<file path="src/rtl/prog_loader.sv">
// prog_loader
//   Program-memory writer on the producer side of the instruction fetch path.
//   It accepts a framed byte stream: SYNC_BYTE, a 12-bit length (high nibble
//   byte, then low byte), the payload, and one checksum byte. Payload bytes
//   are written sequentially from address 0. The CPU stays held in reset
//   while loading and is released only after the checksum verifies.
//
// Ports
//   clk            system clock
//   arst_n         synchronous active-low reset (sampled on posedge clk)
//   start          single-cycle pulse; begins a load from IDLE/DONE/ERROR
//   in_valid       stream byte valid
//   in_data        stream byte
//   in_ready       loader accepts a byte this cycle
//   pm_we          program memory write enable (one cycle per payload byte)
//   pm_addr        program memory write address
//   pm_wdata       program memory write data
//   bootstrapping  high while a load is in progress
//   cpu_rst_n      active-low CPU hold; high only after a verified load
//   busy           high in any state other than IDLE, DONE or ERROR
//   done           sticky; load verified
//   error          sticky; load failed
//   err_code       01 length, 10 checksum, 11 timeout, 00 none

module prog_loader #(
  parameter int         ADDR_W    = 12,
  parameter int         MAX_LEN   = 4096,
  parameter logic [7:0] SYNC_BYTE = 8'hA5,
  parameter int         TIMEOUT   = 65535
) (
  input  logic              clk,
  input  logic              arst_n,
  input  logic              start,
  input  logic              in_valid,
  input  logic [7:0]        in_data,
  output logic              in_ready,
  output logic              pm_we,
  output logic [ADDR_W-1:0] pm_addr,
  output logic [7:0]        pm_wdata,
  output logic              bootstrapping,
  output logic              cpu_rst_n,
  output logic              busy,
  output logic              done,
  output logic              error,
  output logic [1:0]        err_code
);

  // The idle counter only needs to reach TIMEOUT-1; the cycle after that
  // is the one that trips the abort.
  localparam int                TMO_W     = (TIMEOUT < 2) ? 1 : $clog2(TIMEOUT);
  localparam logic [TMO_W-1:0]  TMO_LAST  = TMO_W'(TIMEOUT - 1);
  localparam logic [31:0]       MAX_LEN_U = MAX_LEN;

  localparam logic [1:0] ERR_LEN = 2'b01;
  localparam logic [1:0] ERR_SUM = 2'b10;
  localparam logic [1:0] ERR_TMO = 2'b11;

  typedef enum logic [2:0] {
    IDLE,
    SYNC,
    LEN_HI,
    LEN_LO,
    DATA,
    CHECK,
    DONE,
    ERROR
  } state_t;

  state_t           state;
  logic [11:0]      len;
  logic [11:0]      idx;
  logic [7:0]       checksum;
  logic [TMO_W-1:0] tmo_cnt;

  logic        accept;
  logic [11:0] len_next;
  logic [7:0]  final_sum;

  assign accept    = in_valid && in_ready;
  assign len_next  = {len[11:8], in_data};
  assign final_sum = checksum + in_data;

  // Single FSM register block. Every output is registered and updated on the
  // same edge as the state change, so in_ready/busy/bootstrapping always
  // match the state they decode. An accepted byte always beats the timeout.
  always_ff @(posedge clk) begin
    if (!arst_n) begin
      state         <= IDLE;
      in_ready      <= 1'b0;
      pm_we         <= 1'b0;
      pm_addr       <= '0;
      pm_wdata      <= '0;
      bootstrapping <= 1'b0;
      cpu_rst_n     <= 1'b0;
      busy          <= 1'b0;
      done          <= 1'b0;
      error         <= 1'b0;
      err_code      <= 2'b00;
      len           <= '0;
      idx           <= '0;
      checksum      <= '0;
      tmo_cnt       <= '0;
    end else begin
      pm_we <= 1'b0;
      case (state)
        IDLE, DONE, ERROR: begin
          if (start) begin
            state         <= SYNC;
            in_ready      <= 1'b1;
            busy          <= 1'b1;
            bootstrapping <= 1'b1;
            cpu_rst_n     <= 1'b0;
            done          <= 1'b0;
            error         <= 1'b0;
            err_code      <= 2'b00;
            idx           <= '0;
            checksum      <= '0;
            tmo_cnt       <= '0;
          end
        end
        default: begin
          if (accept) begin
            tmo_cnt <= '0;
            case (state)
              SYNC: begin
                if (in_data == SYNC_BYTE) begin
                  state <= LEN_HI;
                end
              end
              LEN_HI: begin
                len[11:8] <= in_data[3:0];
                state     <= LEN_LO;
              end
              LEN_LO: begin
                len[7:0] <= in_data;
                if ({20'd0, len_next} > MAX_LEN_U) begin
                  state         <= ERROR;
                  in_ready      <= 1'b0;
                  busy          <= 1'b0;
                  bootstrapping <= 1'b0;
                  error         <= 1'b1;
                  err_code      <= ERR_LEN;
                end else if (len_next == 12'd0) begin
                  state <= CHECK;
                end else begin
                  state <= DATA;
                end
              end
              DATA: begin
                pm_we    <= 1'b1;
                pm_addr  <= ADDR_W'(idx);
                pm_wdata <= in_data;
                checksum <= checksum + in_data;
                idx      <= idx + 12'd1;
                if (idx == len - 12'd1) begin
                  state <= CHECK;
                end
              end
              CHECK: begin
                in_ready      <= 1'b0;
                busy          <= 1'b0;
                bootstrapping <= 1'b0;
                if (final_sum == 8'h00) begin
                  state     <= DONE;
                  done      <= 1'b1;
                  cpu_rst_n <= 1'b1;
                end else begin
                  state    <= ERROR;
                  error    <= 1'b1;
                  err_code <= ERR_SUM;
                end
              end
              default: ;
            endcase
          end else if (tmo_cnt == TMO_LAST) begin
            state         <= ERROR;
            in_ready      <= 1'b0;
            busy          <= 1'b0;
            bootstrapping <= 1'b0;
            error         <= 1'b1;
            err_code      <= ERR_TMO;
          end else begin
            tmo_cnt <= tmo_cnt + 1'b1;
          end
        end
      endcase
    end
  end

endmodule

</file>
<file path="config.mk">
export PLATFORM = sky130hd
export DESIGN_NAME = prog_loader
export DESIGN_NICKNAME = d
export VERILOG_FILES = /design/src/rtl/prog_loader.sv
export SDC_FILE = /design/constraint.sdc
export NUM_CORES = 1
export LEC_CHECK = 0
export CAP_MARGIN = 20
export CORE_MARGIN = 1.5
export CORE_UTILIZATION = 45
export CTS_CLUSTER_DIAMETER = 50
export DETAILED_ROUTE_END_ITERATION = 8
export PLACE_DENSITY = 0.68
export SYNTH_ARGS = -nofsm -noshare
export SYNTH_HDL_FRONTEND = slang
export SYNTH_SLANG_ARGS = --single-unit
</file>
<file path="constraint.sdc">
create_clock -name clk -period 2.45 [get_ports clk]
set_input_delay 0.49 -clock clk [delete_from_list [all_inputs] [get_ports clk]]
set_output_delay 0.49 -clock clk [all_outputs]
set_load 0.05 [all_outputs]
</file>
==> reports/qor.csv, run 1 <==
metric;value;unit
cts.clk_slew.worst_paths;0.08;ns
layout.nets;593;
endpoint_kind;register;
outcome;complete, but fails checks;
pwr-share-clk;26.1;%
r2r_setup_slack;-0.01;ns
ir_worst_vdd;359;uV
period_minus_slack;2.47;ns
synth-simple-area-share;26.1;%
timing_worst_slew_pin_value;0.501;ns
switching_power;1.30;mW
start_util;46.3;%
maxSlewViolCount;0;
yosysSeqAreaShare;37.9;%
antenna-diode-count;0;
root_buffer;clkbuf_8;
viasPerCell;5.45;
gp_congestion;0.861;
hold_viol;0;
rsz0062_at_grt;true;
endpoint;state[0];
coreArea;0.00868;mm2
crit_chain;clkdlybuf4s50_1, ha_4, nor2b_1, a221o_1, a211oi_2, nand2_2, o41ai_4, and2_1, o22ai_1;
grt.overflow.total;0;
whs_path_depth;2;
dpl.cell_count;663;
port_buffers;40;
synth_top_area_share;37.9;%
drive_gt1_share;17.5;%
hold_class;register to register;
synth-xor-area-share;7.20;%
clockBufferDepth;2;
grt_first_pass_wirelength;16.9;mm
failed_checks;setup timing;
maxCapViolCount;0;
syn_area_per_cell;8.32;um2
yosysTopAreaCell;dfxtp_1;
intPower;2.31;mW
layoutNonFillerInstCount;681;
required;2.69;ns
whs;0.467;ns
area_delta_synth_final;30.0;%
drt_first_iter_violations;159;
synth-edff-count;0;
fp-row-count;34;
numCtsBuffers;9;
syn_area;0.00402;mm2
vias;3714;
ioPinCount;41;
postCtsHoldBufs;0;
cts_tree;done;
synth-adder-area-share;4.17;%
die_area;0.00950;mm2
die_h;97.5;um
synth_top_family_by_area;simple AND/OR/NAND/NOR gates;
wire_per_inst;15.2;um
fmax;0.404;GHz
synthCells;483;
combPwrFrac;35.7;%
power_density;690;mW/mm2
async_flop_share;0;%
critPathSlowestCell;clkdlybuf4s50_1;
insertion_delay;0.35;ns
r2r_start;len[5];
synth_area_leaders;dfxtp_1 (38%), nand2_1 (6.4%), xor2_1 (4.4%), a21boi_0 (4.3%), nor2_1 (3.6%);
firstDrtPassIters;4;
dp_worst_setup_slack;-0.744;ns
worstSetupStartpoint;in_data[5];
slew_headroom;66.5;%
crit_type;input port to register;
grt_pass1_vias;3496;
clock_skew;0.00882;ns
setup_viol;1;
power.total;3.60;mW
reg2regPathDepth;7;
ys_ff_latch;76;
syn_nets;507;
wl;10.3;mm
leakage;1.94;nW
die_x;97.5;um
place_hpwl;7.12;mm
antenna_found_initial;0;
fin_ws;-0.0228;ns
swShare;36.0;%
htreeDepth;3;
worstPathMaxFanout;6;
grt_max_degree;52;
grt_usage;22.0;%
reg2reg_to;state[0];
synth_ff_type;dfxtp_1;
fin_util;60.2;%
cp.arrival;2.71;ns
crit_path_max_incr_delay;0.53;ns
synth-compound-area-share;17.9;%
ant_nets;0;
drc;0;
cts_num_sinks;76;
synthMuxAreaShare;2.99;%
period_share;101;%
yosys_warnings;0;
netlist-cell-type-count;56;
start_kind;input port;
power_frac_seq;38.2;%
[stage by stage]
step / TNS [ns] / area (um2)
after floorplan: -0.0950 / 4030
after global placement: -3.70 / 4870
after detailed placement: -4.03 / 4870
after CTS: -0.0446 / 5120
after global routing: -0.329 / 5220
final: -0.0228 / 5220
[logic make-up after synthesis]
group	after synthesis
AOI/OAI and AO/OA	106
DFF	76
adders and majority gates	13
xor gates and xnor gates	33
and+or+nand+nor	208
buffers and inverters	35
muxes	12
[what timing repair did]
action,CTS,global route
pin swaps,9,17
setup endpoints to repair,4,5
gates resized for setup,11,17
buffers inserted,0,3
[power groups by stage]
stage	combinational [mW]	clock, mW	sequential [mW]
after floorplan	0.733	0	1.41
after global placement	1.15	0	1.39
after detailed placement	1.17	0	1.39
after CTS	1.20	0.954	1.37
after global routing	1.40	1.00	1.39
final	1.29	0.942	1.38
[area by class of cell]
type | count | area, um2
inverter | 12 | 45.0
tap | 108 | 135
fill | 795 | 3460
multi-input combinational | 372 | 2500
clock inverter | 5 | 53.8
timing repair buffer | 98 | 836
sequential | 76 | 1520
clock buffer | 10 | 128
[sequential cells by signal, summed over array words and instances, names as in the netlist]
name,count
busy,1
checksum,8
done,1
err_code,1
error,1
idx,12
len,12
pm_addr,12
pm_wdata,8
pm_we,1
state,3
tmo_cnt,16
[layout by cell type (no fill, tap or decap), drive strengths merged, types with 8 or more instances in the layout]
cell and count:
xor2 20, a21oi 23, nor2 40, clkbuf 11, nor2b 20, o21ai 17, nand2 69, buf 58
a21boi 24, mux2i 12, or3 9, nand4 10, nor3 10, clkdlybuf4s50 37, dfxtp 76, nand3 11
xnor2 13, inv 12, and2 8, ha 11
[per-layer routing]
| layer | vias up | track usage [%] | wire (um) |
|---|---|---|---|
| li1 | 1871 | - | - |
| met1 | 1751 | 31.1 | 5270 |
| met2 | 80 | 33.6 | 4520 |
| met3 | 12 | 3.74 | 413 |
| met4 | 0 | 8.13 | 130 |
| met5 | - | 0 | 0 |
[worst min-delay path by stage]
stage                 from           to  slack (ns)
6_report       pm_wdata[4]  pm_wdata[4]        0.47
5_1_grt         pm_addr[6]   pm_addr[6]        0.49
4_1_cts        pm_wdata[4]  pm_wdata[4]        0.47
3_5_place_dp   pm_wdata[4]  pm_wdata[4]        0.46
3_3_place_gp   checksum[0]  checksum[0]        0.44
2_1_floorplan  checksum[0]  checksum[0]        0.44
[Yosys cell counts, types with 7 or more instances]
cell type and number:
nor3_1 10, inv_1 12, nor2b_1 20, or3_1 9, and2_1 7, a21boi_0 23
nand4_1 10, clkbuf_1 17, a21oi_1 22, xnor2_1 13, xor2_1 20, dfxtp_1 76
nand2_1 69, o21ai_0 15, mux2i_1 12, nand3_1 11, ha_1 11, nor2_1 39
[worst max-delay path: cells and delay by family]
kind                     cells  cell delay, ns
buffers and inverters        1            0.53
adder cells (fa/ha/maj)      1            0.24
AND/OR/NAND/NOR              3            0.46
AO/OA/AOI/OAI                4            0.98
(Power assumes the default switching activity.)
==> inputs of run 2 (changes only) <==
--- a/config.mk
+++ b/config.mk
@@ -6,6 +6,7 @@
 export NUM_CORES = 1
 export LEC_CHECK = 0
 export CAP_MARGIN = 20
+export CORE_ASPECT_RATIO = 0.9
 export CORE_MARGIN = 1.5
 export CORE_UTILIZATION = 45
 export CTS_CLUSTER_DIAMETER = 50
==> reports/qor.csv, run 2 (synthesis results as in run 1) <==
metric;value;unit
final_area;0.00523;mm2
ant_nets;0;
start_util;46.7;%
leakage;1.90;nW
drive_gt1_share;18.0;%
period_share;105;%
power.total;3.53;mW
largest-register;tmo_cnt;
ir_worst_vdd;327;uV
endpoint_kind;register;
crit_chain;or4_4, or4_4, or3_1, a311o_1, nor4_2, buf_4, o211ai_1, o22ai_1;
gp_congestion;0.874;
crit_path_frequent_cell;or4_4;
ioPinCount;41;
critPathSlowestCell;or4_4;
worstPathMaxFanout;2;
fin_ws;-0.120;ns
failed_checks;setup timing;
place_area;0.00491;mm2
grt_pass1_vias;3490;
finalSetupTns;-0.120;ns
outcome;complete, but fails checks;
cts_tree;done;
viasPerCell;5.35;
largest_register_ffs;16;
numCtsBuffers;9;
mostFrequentLayoutCells;dfxtp_1 (72), nand2_1 (68), buf_4 (55);
grt_first_pass_wirelength;16.7;mm
timing_worst_slew_pin_value;0.532;ns
root_buffer;clkbuf_8;
rsz0062_at_grt;true;
grt_usage;22.5;%
htreeDepth;3;
port_buffers;40;
period_minus_slack;2.57;ns
vias;3705;
power_density;676;mW/mm2
crit_path_max_incr_delay;0.55;ns
layout.nets;592;
coreArea;0.00861;mm2
grt_max_degree;52;
wire_per_inst;14.9;um
fmax;0.389;GHz
grt.overflow.total;0;
hold_class;register to register;
whs;0.463;ns
drt_first_iter_violations;188;
final_common_cell;dfxtp_1;
antenna-diode-count;0;
die_x;103;um
place_hpwl;7.38;mm
antenna_found_initial;0;
area_delta_synth_final;30.2;%
hold_viol;0;
cts.clk_slew.worst_paths;0.08;ns
maxSlewViolCount;0;
insertion_delay;0.35;ns
crit_type;register to register;
clock_skew;0.0113;ns
cts_num_sinks;76;
cp.arrival;2.85;ns
wl;10.3;mm
slew_headroom;64.2;%
firstDrtPassIters;4;
required;2.73;ns
setup_viol;1;
drc;0;
maxCapViolCount;0;
start_kind;register;
die_area;0.00950;mm2
die_h;92.6;um
fin_util;60.7;%
fp-row-count;32;
clockBufferDepth;2;
==> run 2: worst max-delay path: cells and delay by family (launching register included) <==
kind / cells / cell delay, ns
AND/OR/NAND/NOR: 4 / 1.42
buffers and inverters: 1 / 0.15
AO/OA/AOI/OAI: 3 / 0.61
flip-flops: 1 / 0.32
==> run 2: timing repair <==
action,in CTS,in global routing
gates resized for setup,13,17
hold buffers,0,0
pin swaps,10,6
endpoints found under the setup margin,4,5
setup buffers,0,1
==> run 2: report_power, final <==
part           switching (mW)  internal (mW)  total, mW
registers              0.0856           1.31       1.39
clock network           0.480          0.397      0.878
logic                   0.724          0.539       1.26
==> run 2: worst paths after layout <==
kind                     from     endpoint  slack (ns)  cells after the start
hold / removal    pm_addr[10]  pm_addr[10]        0.46                      2
setup / recovery       len[5]     state[0]       -0.12                      8
setup reg to reg       len[5]     state[0]       -0.12                      8
hold reg to reg   pm_addr[10]  pm_addr[10]        0.46                      2
==> run 2: layout make-up <==
type | count | area (um2)
Fill cell | 757 | 3380
Multi-Input combinational cell | 372 | 2490
Sequential cell | 76 | 1530
Timing Repair Buffer | 97 | 841
Tap cell | 119 | 149
Clock buffer | 11 | 141
Inverter | 12 | 45.0
Clock inverter | 5 | 36.3
==> run 2: metal layers <==
metal  up-vias  track usage [%]  share of wire (%)
li1       1871                -                  -
met3        12             4.75                5.5
met1      1729             33.2                 51
met2        93             31.7                 42
met5         -                0                  0
met4         0             8.45                1.6
==> run 2: metrics by stage <==
stage	instances	setup slack (ns)
after detailed placement	675	-0.762
final	692	-0.120
after floorplan	483	-0.0950
after CTS	691	-0.149
after global routing	692	-0.185
after global placement	675	-0.668
==> inputs of run 3 (changes only) <==
--- a/config.mk
+++ b/config.mk
@@ -7,7 +7,7 @@
 export LEC_CHECK = 0
 export CAP_MARGIN = 20
 export CORE_ASPECT_RATIO = 0.9
-export CORE_MARGIN = 1.5
+export CORE_MARGIN = 1
 export CORE_UTILIZATION = 45
 export CTS_CLUSTER_DIAMETER = 50
 export DETAILED_ROUTE_END_ITERATION = 8
==> reports/qor.csv, run 3 (synthesis results as in run 1) <==
metric;value;unit
htreeDepth;3;
ant_nets;0;
start_util;46.7;%
grt_first_pass_wirelength;16.5;mm
postCtsHoldBufs;0;
fp-row-count;32;
reg2reg_to;state[0];
grt_max_degree;33;
place_hpwl;7.51;mm
period_share;105;%
fmax;0.390;GHz
port_buffers;40;
wl;10.1;mm
vias;3817;
seqCellArea;0.00153;mm2
timing_worst_slew_pin_value;0.551;ns
endpoint;state[0];
root_buffer;clkbuf_8;
leakage;1.97;nW
maxCapViolCount;0;
r2r_start;len[5];
power_density;725;mW/mm2
gp_congestion;0.901;
fin_util;61.4;%
slew_headroom;63.0;%
reg2regPathDepth;9;
cts_num_sinks;76;
antenna-diode-count;0;
mostFrequentLayoutCells;dfxtp_1 (73), nand2_1 (69), buf_4 (60);
cp.arrival;2.84;ns
wire_per_inst;14.6;um
clock_skew;0.00949;ns
rsz0062_at_grt;true;
antenna_found_initial;0;
drc;0;
failed_checks;setup timing;
die_area;0.00931;mm2
hold_class;register to register;
grt_pass1_vias;3453;
firstDrtPassIters;4;
ir_worst_vdd;356;uV
required;2.73;ns
largest-register;tmo_cnt;
final_common_cell;dfxtp_1;
drive_gt1_share;18.0;%
multiInputGateArea;0.00246;mm2
viasPerCell;5.48;
grt.overflow.total;0;
layoutNonFillerInstCount;696;
die_x;102;um
hold_viol;0;
cts.clk_slew.worst_paths;0.08;ns
crit_type;register to register;
r2r_setup_slack;-0.12;ns
cts_tree;done;
start_kind;register;
endpoint_kind;register;
dpl.cell_count;678;
grt_usage;22.5;%
fin_ws;-0.117;ns
worstSetupStartpoint;len[5];
coreArea;0.00861;mm2
setup_viol;1;
clockBufferDepth;2;
finalSetupTns;-0.117;ns
largest_register_ffs;16;
n_fill_cell;767;
area_delta_synth_final;31.6;%
period_minus_slack;2.57;ns
maxSlewViolCount;0;
layout.nets;596;
ioPinCount;41;
drt_first_iter_violations;203;
numCtsBuffers;9;
outcome;complete, but fails checks;
die_h;91.6;um
insertion_delay;0.35;ns
worstPathMaxFanout;3;
[run 3: worst max-delay path, stage by stage (launching register included)]
cell      delay (ns)
dfxtp_1         0.32
or4_4           0.55
or4_4           0.43
buf_4           0.16
o41ai_2         0.27
a31oi_1         0.09
nor4_2          0.29
buf_4           0.15
o211ai_1        0.07
o22ai_1         0.17
[run 3: area by class of cell]
type	count	share of cell area (%)
Multi-Input combinational cell	372	46.5
Sequential cell	76	28.9
Timing Repair Buffer	101	16.3
Tap cell	119	2.82
Clock buffer	11	2.67
Clock inverter	5	2.04
Inverter	12	0.852
[run 3: power breakdown]
part / switching [mW] / internal (mW)
logic: 0.715 / 0.534
clock network: 0.486 / 0.711
registers: 0.0802 / 1.31
total: 1.28 / 2.55
[run 3: worst min path at each step]
stage               depth (start not counted)           to  slack [ns]         from
finish                                      2  pm_wdata[1]        0.46  pm_wdata[1]
global route                                2  pm_wdata[1]        0.49  pm_wdata[1]
CTS                                         2  pm_wdata[1]        0.47  pm_wdata[1]
detailed placement                          2  pm_wdata[1]        0.46  pm_wdata[1]
global placement                            2  checksum[0]        0.44  checksum[0]
floorplan                                   2  checksum[0]        0.44  checksum[0]
[run 3: metrics by stage]
step	setup slack (ns)	total power, mW	hold slack (ns)	instance area [um2]
after floorplan	-0.0950	2.15	0.436	4030
after global placement	-0.663	2.55	0.443	4920
after detailed placement	-0.693	2.57	0.455	4920
after CTS	-0.107	3.79	0.466	5220
after global routing	-0.224	4.04	0.492	5290
final	-0.117	3.83	0.460	5290
[run 3: timing repair]
item                                   in CTS  in global routing
setup endpoints to repair                   4                  6
pin swaps                                   9                 10
gates resized for setup                    11                 15
setup buffers                               0                  2
endpoints found under the hold margin       0                  0
[run 3: layer usage]
metal  GRT usage [%]  vias up  wire length [um]
li1                -     1876                 -
met1            33.4     1785              5110
met2            33.1      144              4240
met3            3.43       12               633
met4            7.37        0               153
met5               0        -                 0
